<file path="src/rtl/comm_rx_decoder.sv">
// Receive-side packet decoder for the two-board link: START, DIR and SEED packets
// from the UART byte stream, plus a link watchdog fed only by DIR bytes.
module comm_rx_decoder #(
   parameter int BYTE_TIMEOUT = 75_000,
   parameter int LINK_TIMEOUT = 75_000_000
) (
   input  logic       clk,
   input  logic       rst,
   input  logic [7:0] rx_data,
   input  logic       rx_valid,
   input  logic       watch_en,
   output logic [1:0] dir2,
   output logic       rcvdir,
   output logic [4:0] seed_x_out,
   output logic [4:0] seed_y_out,
   output logic       seed_valid,
   output logic       start_game,
   output logic       frame_err,
   output logic       con_error
);

   // state      | meaning
   // S_IDLE     | waiting for a header byte (START, DIR or SEED)
   // S_SEED_X   | SEED header seen, next byte is X
   // S_SEED_Y   | X held, next byte is Y
   // S_SEED_CHK | X and Y held, next byte is the checksum
   typedef enum logic [1:0] {
      S_IDLE,
      S_SEED_X,
      S_SEED_Y,
      S_SEED_CHK
   } state_t;

   localparam int BW = $clog2(BYTE_TIMEOUT + 1);
   localparam int LW = $clog2(LINK_TIMEOUT + 1);
   localparam logic [BW-1:0] BYTE_TO_C = BW'(BYTE_TIMEOUT);
   localparam logic [LW-1:0] LINK_TO_C = LW'(LINK_TIMEOUT);

   state_t          r_state;
   state_t          w_state_nxt;
   logic [BW-1:0]   r_byte_cnt;
   logic [LW-1:0]   r_wd_cnt;
   logic [LW-1:0]   w_wd_nxt;
   logic [7:0]      r_hold_x;
   logic [7:0]      r_hold_y;
   logic [1:0]      r_dir2;
   logic [4:0]      r_seed_x;
   logic [4:0]      r_seed_y;
   logic            r_rcvdir;
   logic            r_seed_valid;
   logic            r_start_game;
   logic            r_frame_err;
   logic            r_con_error;

   logic            w_byte_to;
   logic            w_start;
   logic            w_dir_acc;
   logic            w_seed_ok;
   logic            w_frame_err;
   logic            w_ld_x;
   logic            w_ld_y;
   logic            w_chk_ok;

   assign w_byte_to = (r_byte_cnt == BYTE_TO_C);
   assign w_chk_ok  = (r_hold_x[7:5] == 3'b000) && (r_hold_y[7:5] == 3'b000) &&
                      (rx_data == (8'hC5 ^ r_hold_x ^ r_hold_y));

   always_ff @(posedge clk or posedge rst) begin
      if (rst) r_state <= S_IDLE;
      else     r_state <= w_state_nxt;
   end

   // A byte arriving in the same cycle as the timeout takes priority over it.
   always_comb begin
      w_state_nxt = r_state;
      w_start     = 1'b0;
      w_dir_acc   = 1'b0;
      w_seed_ok   = 1'b0;
      w_frame_err = 1'b0;
      w_ld_x      = 1'b0;
      w_ld_y      = 1'b0;
      case (r_state)
         S_IDLE: begin
            if (rx_valid) begin
               if (rx_data == 8'h55)                 w_start = 1'b1;
               else if (rx_data[7:2] == 6'b101000)  w_dir_acc = 1'b1;
               else if (rx_data == 8'hC5)           w_state_nxt = S_SEED_X;
            end
         end
         S_SEED_X: begin
            if (rx_valid) begin
               w_ld_x      = 1'b1;
               w_state_nxt = S_SEED_Y;
            end else if (w_byte_to) begin
               w_frame_err = 1'b1;
               w_state_nxt = S_IDLE;
            end
         end
         S_SEED_Y: begin
            if (rx_valid) begin
               w_ld_y      = 1'b1;
               w_state_nxt = S_SEED_CHK;
            end else if (w_byte_to) begin
               w_frame_err = 1'b1;
               w_state_nxt = S_IDLE;
            end
         end
         S_SEED_CHK: begin
            if (rx_valid) begin
               w_seed_ok   = w_chk_ok;
               w_frame_err = ~w_chk_ok;
               w_state_nxt = S_IDLE;
            end else if (w_byte_to) begin
               w_frame_err = 1'b1;
               w_state_nxt = S_IDLE;
            end
         end
         default: w_state_nxt = S_IDLE;
      endcase
   end

   always_ff @(posedge clk or posedge rst) begin
      if (rst) begin
         r_byte_cnt <= '0;
         r_hold_x   <= '0;
         r_hold_y   <= '0;
      end else begin
         if (r_state == S_IDLE || rx_valid || w_byte_to) r_byte_cnt <= '0;
         else                                            r_byte_cnt <= r_byte_cnt + BW'(1);
         if (r_state == S_IDLE) begin
            r_hold_x <= '0;
            r_hold_y <= '0;
         end else begin
            if (w_ld_x) r_hold_x <= rx_data;
            if (w_ld_y) r_hold_y <= rx_data;
         end
      end
   end

   // Watchdog saturates, so con_error is simply "counter at limit".
   always_comb begin
      w_wd_nxt = r_wd_cnt;
      if (!watch_en || w_dir_acc)   w_wd_nxt = '0;
      else if (r_wd_cnt != LINK_TO_C) w_wd_nxt = r_wd_cnt + LW'(1);
   end

   always_ff @(posedge clk or posedge rst) begin
      if (rst) begin
         r_wd_cnt     <= '0;
         r_con_error  <= 1'b0;
         r_dir2       <= 2'b00;
         r_seed_x     <= '0;
         r_seed_y     <= '0;
         r_rcvdir     <= 1'b0;
         r_seed_valid <= 1'b0;
         r_start_game <= 1'b0;
         r_frame_err  <= 1'b0;
      end else begin
         r_wd_cnt     <= w_wd_nxt;
         r_con_error  <= (w_wd_nxt == LINK_TO_C);
         r_rcvdir     <= w_dir_acc;
         r_seed_valid <= w_seed_ok;
         r_start_game <= w_start;
         r_frame_err  <= w_frame_err;
         if (w_dir_acc) r_dir2 <= rx_data[1:0];
         if (w_seed_ok) begin
            r_seed_x <= r_hold_x[4:0];
            r_seed_y <= r_hold_y[4:0];
         end
      end
   end

   assign dir2       = r_dir2;
   assign rcvdir     = r_rcvdir;
   assign seed_x_out = r_seed_x;
   assign seed_y_out = r_seed_y;
   assign seed_valid = r_seed_valid;
   assign start_game = r_start_game;
   assign frame_err  = r_frame_err;
   assign con_error  = r_con_error;

endmodule

</file>
<file path="config.mk">
export PLATFORM = sky130hd
export DESIGN_NAME = comm_rx_decoder
export DESIGN_NICKNAME = d
export VERILOG_FILES = /design/src/rtl/comm_rx_decoder.sv
export SDC_FILE = /design/constraint.sdc
export NUM_CORES = 1
export LEC_CHECK = 0
export CAP_MARGIN = 20
export CELL_PAD_IN_SITES_DETAIL_PLACEMENT = 1
export CELL_PAD_IN_SITES_GLOBAL_PLACEMENT = 1
export CORE_MARGIN = 2
export CORE_UTILIZATION = 49
export CTS_CLUSTER_SIZE = 10
export DETAILED_ROUTE_END_ITERATION = 16
export DONT_BUFFER_PORTS = 1
export PLACE_DENSITY = 0.76
export SYNTH_ARGS = -nofsm -noshare
export SYNTH_HDL_FRONTEND = slang
export SYNTH_SLANG_ARGS = --single-unit
</file>
<file path="constraint.sdc">
create_clock -name clk -period 3.47 [get_ports clk]
set_input_delay 1.041 -clock clk [delete_from_list [all_inputs] [get_ports clk]]
set_output_delay 1.041 -clock clk [all_outputs]
set_load 0.01 [all_outputs]
</file>
==> metrics.txt <==
vias in the first global route=about 3500; Worst R2R End=con_error; DR vias=3318; Top FF cell, synth=dfrtp_1; sequential share of power=49.3%; drt first pass iters=4; Detail Route Antenna Nets=0; Final Critical Period=2.97 ns; fin nets=465; period utilization=85.5%; synth unique cells=44; Initial Utilization=50.9%; Max rail drop VDD=between 0.0002 and 0.00025 V; dpl hpwl=7.46 mm; Worst Path Required=3.73 ns; Final Hold Slack=0.526 ns; final setup TNS=0 ns; largest net degree at the start of global routing=37; Final Hold Fails=0; Setup Skew=approximately 0.013 ns; CP startpoint=r_wd_cnt[1]; Area growth, synth to finish=6.91%; Worst-path clk slew=0.08 ns; Mapped Area=0.00422 mm²; CTS Hold Bufs=0; reg2reg path depth=7; post-synthesis sequential area ratio=46.8%; Int Pwr=0.00142 W; Seq cells post-synth=79; Crit Path Max Fanout=8; Worst EP arrival=3.22 ns; CTS Sinks=79; CTS tree=done; Power Density=475 mW/mm²; EDFF count, synth=0; Num CTS Buffers=9; f_max=0.337 GHz; Critical Path End=con_error; Longest Clk Path Bufs=2; die height=96.8 µm; RSZ-0062 raised after global routing=no; global-route wire length before repair=18.0 mm; post-CTS setup buffer count=0; most frequent cells in the layout=dfrtp_1 (79), nor2_1 (57), nand2_1 (42), nand3_1 (34), xor2_1 (29); worst-skew pair later-pin latency=0.36 ns; Max Cap Violations=0; final RePlAce weighted congestion=0.915; startpoint types=flop; CP endpoint kind=flop; Port Buffer Count=0; post-cts gate resize count=0; drt first-iter violations=167; Yosys Warn Count=0; NetSw=0.000719 W; final wirelength=10.5 mm; Worst Hold Class=reg2reg; Leakage Power=1.88 nW; syn avg cell area=9.38 µm²; switch share=about a third; layout cells sized above 1=9.56%; Async S/R FF share, synth=100%; Total GRT Usage=23.6%; kind of critical path=reg2reg; syn_nets=470; initial antenna violation count=0; # DRC=0; Die Area=between 0.009 and 0.01 mm²; slew margin rel.=48.8%; fin util=54.4%; Die W=96.8 µm; I/O Pins=29; Slew Limit Fails=0; row count=33; r2r setup slk=0.50 ns; Root Buffer=clkbuf_8; outcome=completed; clock group share of total power=30.9%; GR Overflow Total=0; FF-to-FF Start=r_wd_cnt[1]; vias per inst=approximately 6.0; Core Box Area=0.00830 mm²; worst slew pin tran=~0.76 ns; Syn Inst Count=450; commonest non-fill, non-tap cell in the layout=dfrtp_1; antenna fix cells=0; Tot Pwr=0.00214 W; number of H-tree levels=3; final setup fails=0; combinational share of power=19.8%; DR WL/cell=~19 µm
-- power groups by stage --
stage | logic, W | registers, W | clock network (W)
2_1_floorplan | 0.000319 | 0.00105 | 0
3_3_place_gp | 0.000404 | 0.00107 | 0
3_5_place_dp | 0.000425 | 0.00108 | 0
4_1_cts | 0.000426 | 0.00106 | 0.000680
5_1_grt | 0.000474 | 0.00107 | 0.000723
6_report | 0.000423 | 0.00106 | 0.000663
-- worst min-delay path by stage --
stage / from / endpoint / slack (ns) / cells past startpoint
after global placement: r_byte_cnt[0] / r_byte_cnt[0] / 0.51 / 1
after global routing: r_byte_cnt[0] / r_byte_cnt[0] / 0.57 / 1
after CTS: r_hold_x[6] / r_hold_x[6] / 0.53 / 2
after floorplan: r_byte_cnt[0] / r_byte_cnt[0] / 0.48 / 1
final: r_hold_x[6] / r_hold_x[6] / 0.53 / 2
after detailed placement: r_hold_x[6] / r_hold_x[6] / 0.52 / 2
-- Yosys cell counts (all sizes together) (2+ instances only) --
cell type,number,area (µm²)
inv,17,63.8
nand2,42,158
and4,2,17.5
dfrtp,79,1980
and3,6,37.5
nor3,13,65.1
nor4b,4,35.0
nand4,17,106
nor2,57,214
buf,2,10.0
a211oi,4,30.0
a31oi,2,12.5
or3,3,18.8
a21oi,24,120
nand3,34,170
xor2,29,254
mux2,12,135
o21ai,5,25.0
or4b,2,23.8
nor4,14,106
ha,8,100
clkbuf,22,82.6
or4,5,37.5
xnor2,28,245
o31ai,2,15.0
-- layout make-up --
cell class | count | area [µm²]
Multi-Input combinational cell | 330 | 2090
Inverter | 17 | 65.1
Timing Repair Buffer | 8 | 60.1
Tap cell | 105 | 131
Sequential cell | 79 | 1980
Clock buffer | 10 | 138
Fill cell | 932 | 3790
Clock inverter | 6 | 53.8
-- through the flow --
step / area (µm²) / setup WS, ns / std cells
floorplan: 4220 / 0.272 / 450
global placement: 4320 / 0.197 / 539
detailed placement: 4320 / 0.151 / 539
CTS: 4510 / 0.512 / 555
global route: 4510 / 0.294 / 555
finish: 4510 / 0.505 / 555
-- cell families after synthesis --
logic type,Yosys count,share of synthesized area [%]
and+or+nand+nor,205,24.5
xor gates and xnor gates,57,11.8
AOI/OAI and AO/OA,46,7.09
muxes,13,3.44
DFF,79,46.8
buffers and inverters,41,3.71
adders and majority gates,9,2.61
-- registers in the layout (all words and copies together), names as in the netlist --
register,count
rcvdir,1
start_game,1
r_state,2
con_error,1
seed_y_out,5
r_wd_cnt,27
dir2,2
r_hold_y,8
r_byte_cnt,17
frame_err,1
seed_x_out,5
seed_valid,1
r_hold_x,8
-- metal layers --
layer	global-route usage [%]	share of wire (%)	vias to the layer above
met5	0	0	-
met4	8.78	2.2	0
met3	3.54	3.3	20
met2	37.9	49	64
met1	32.5	45	1688
li1	-	-	1546
-- worst max-delay path, stage by stage, from the launching register on --
cell and delay (ns):
dfrtp_1 0.48, ha_1 0.34, nand3_1 0.22, nor2_1 0.34
xnor2_1 0.23, or4b_1 0.45, or4_1 0.49, nor4_2 0.30
(Power assumes the default switching activity.)
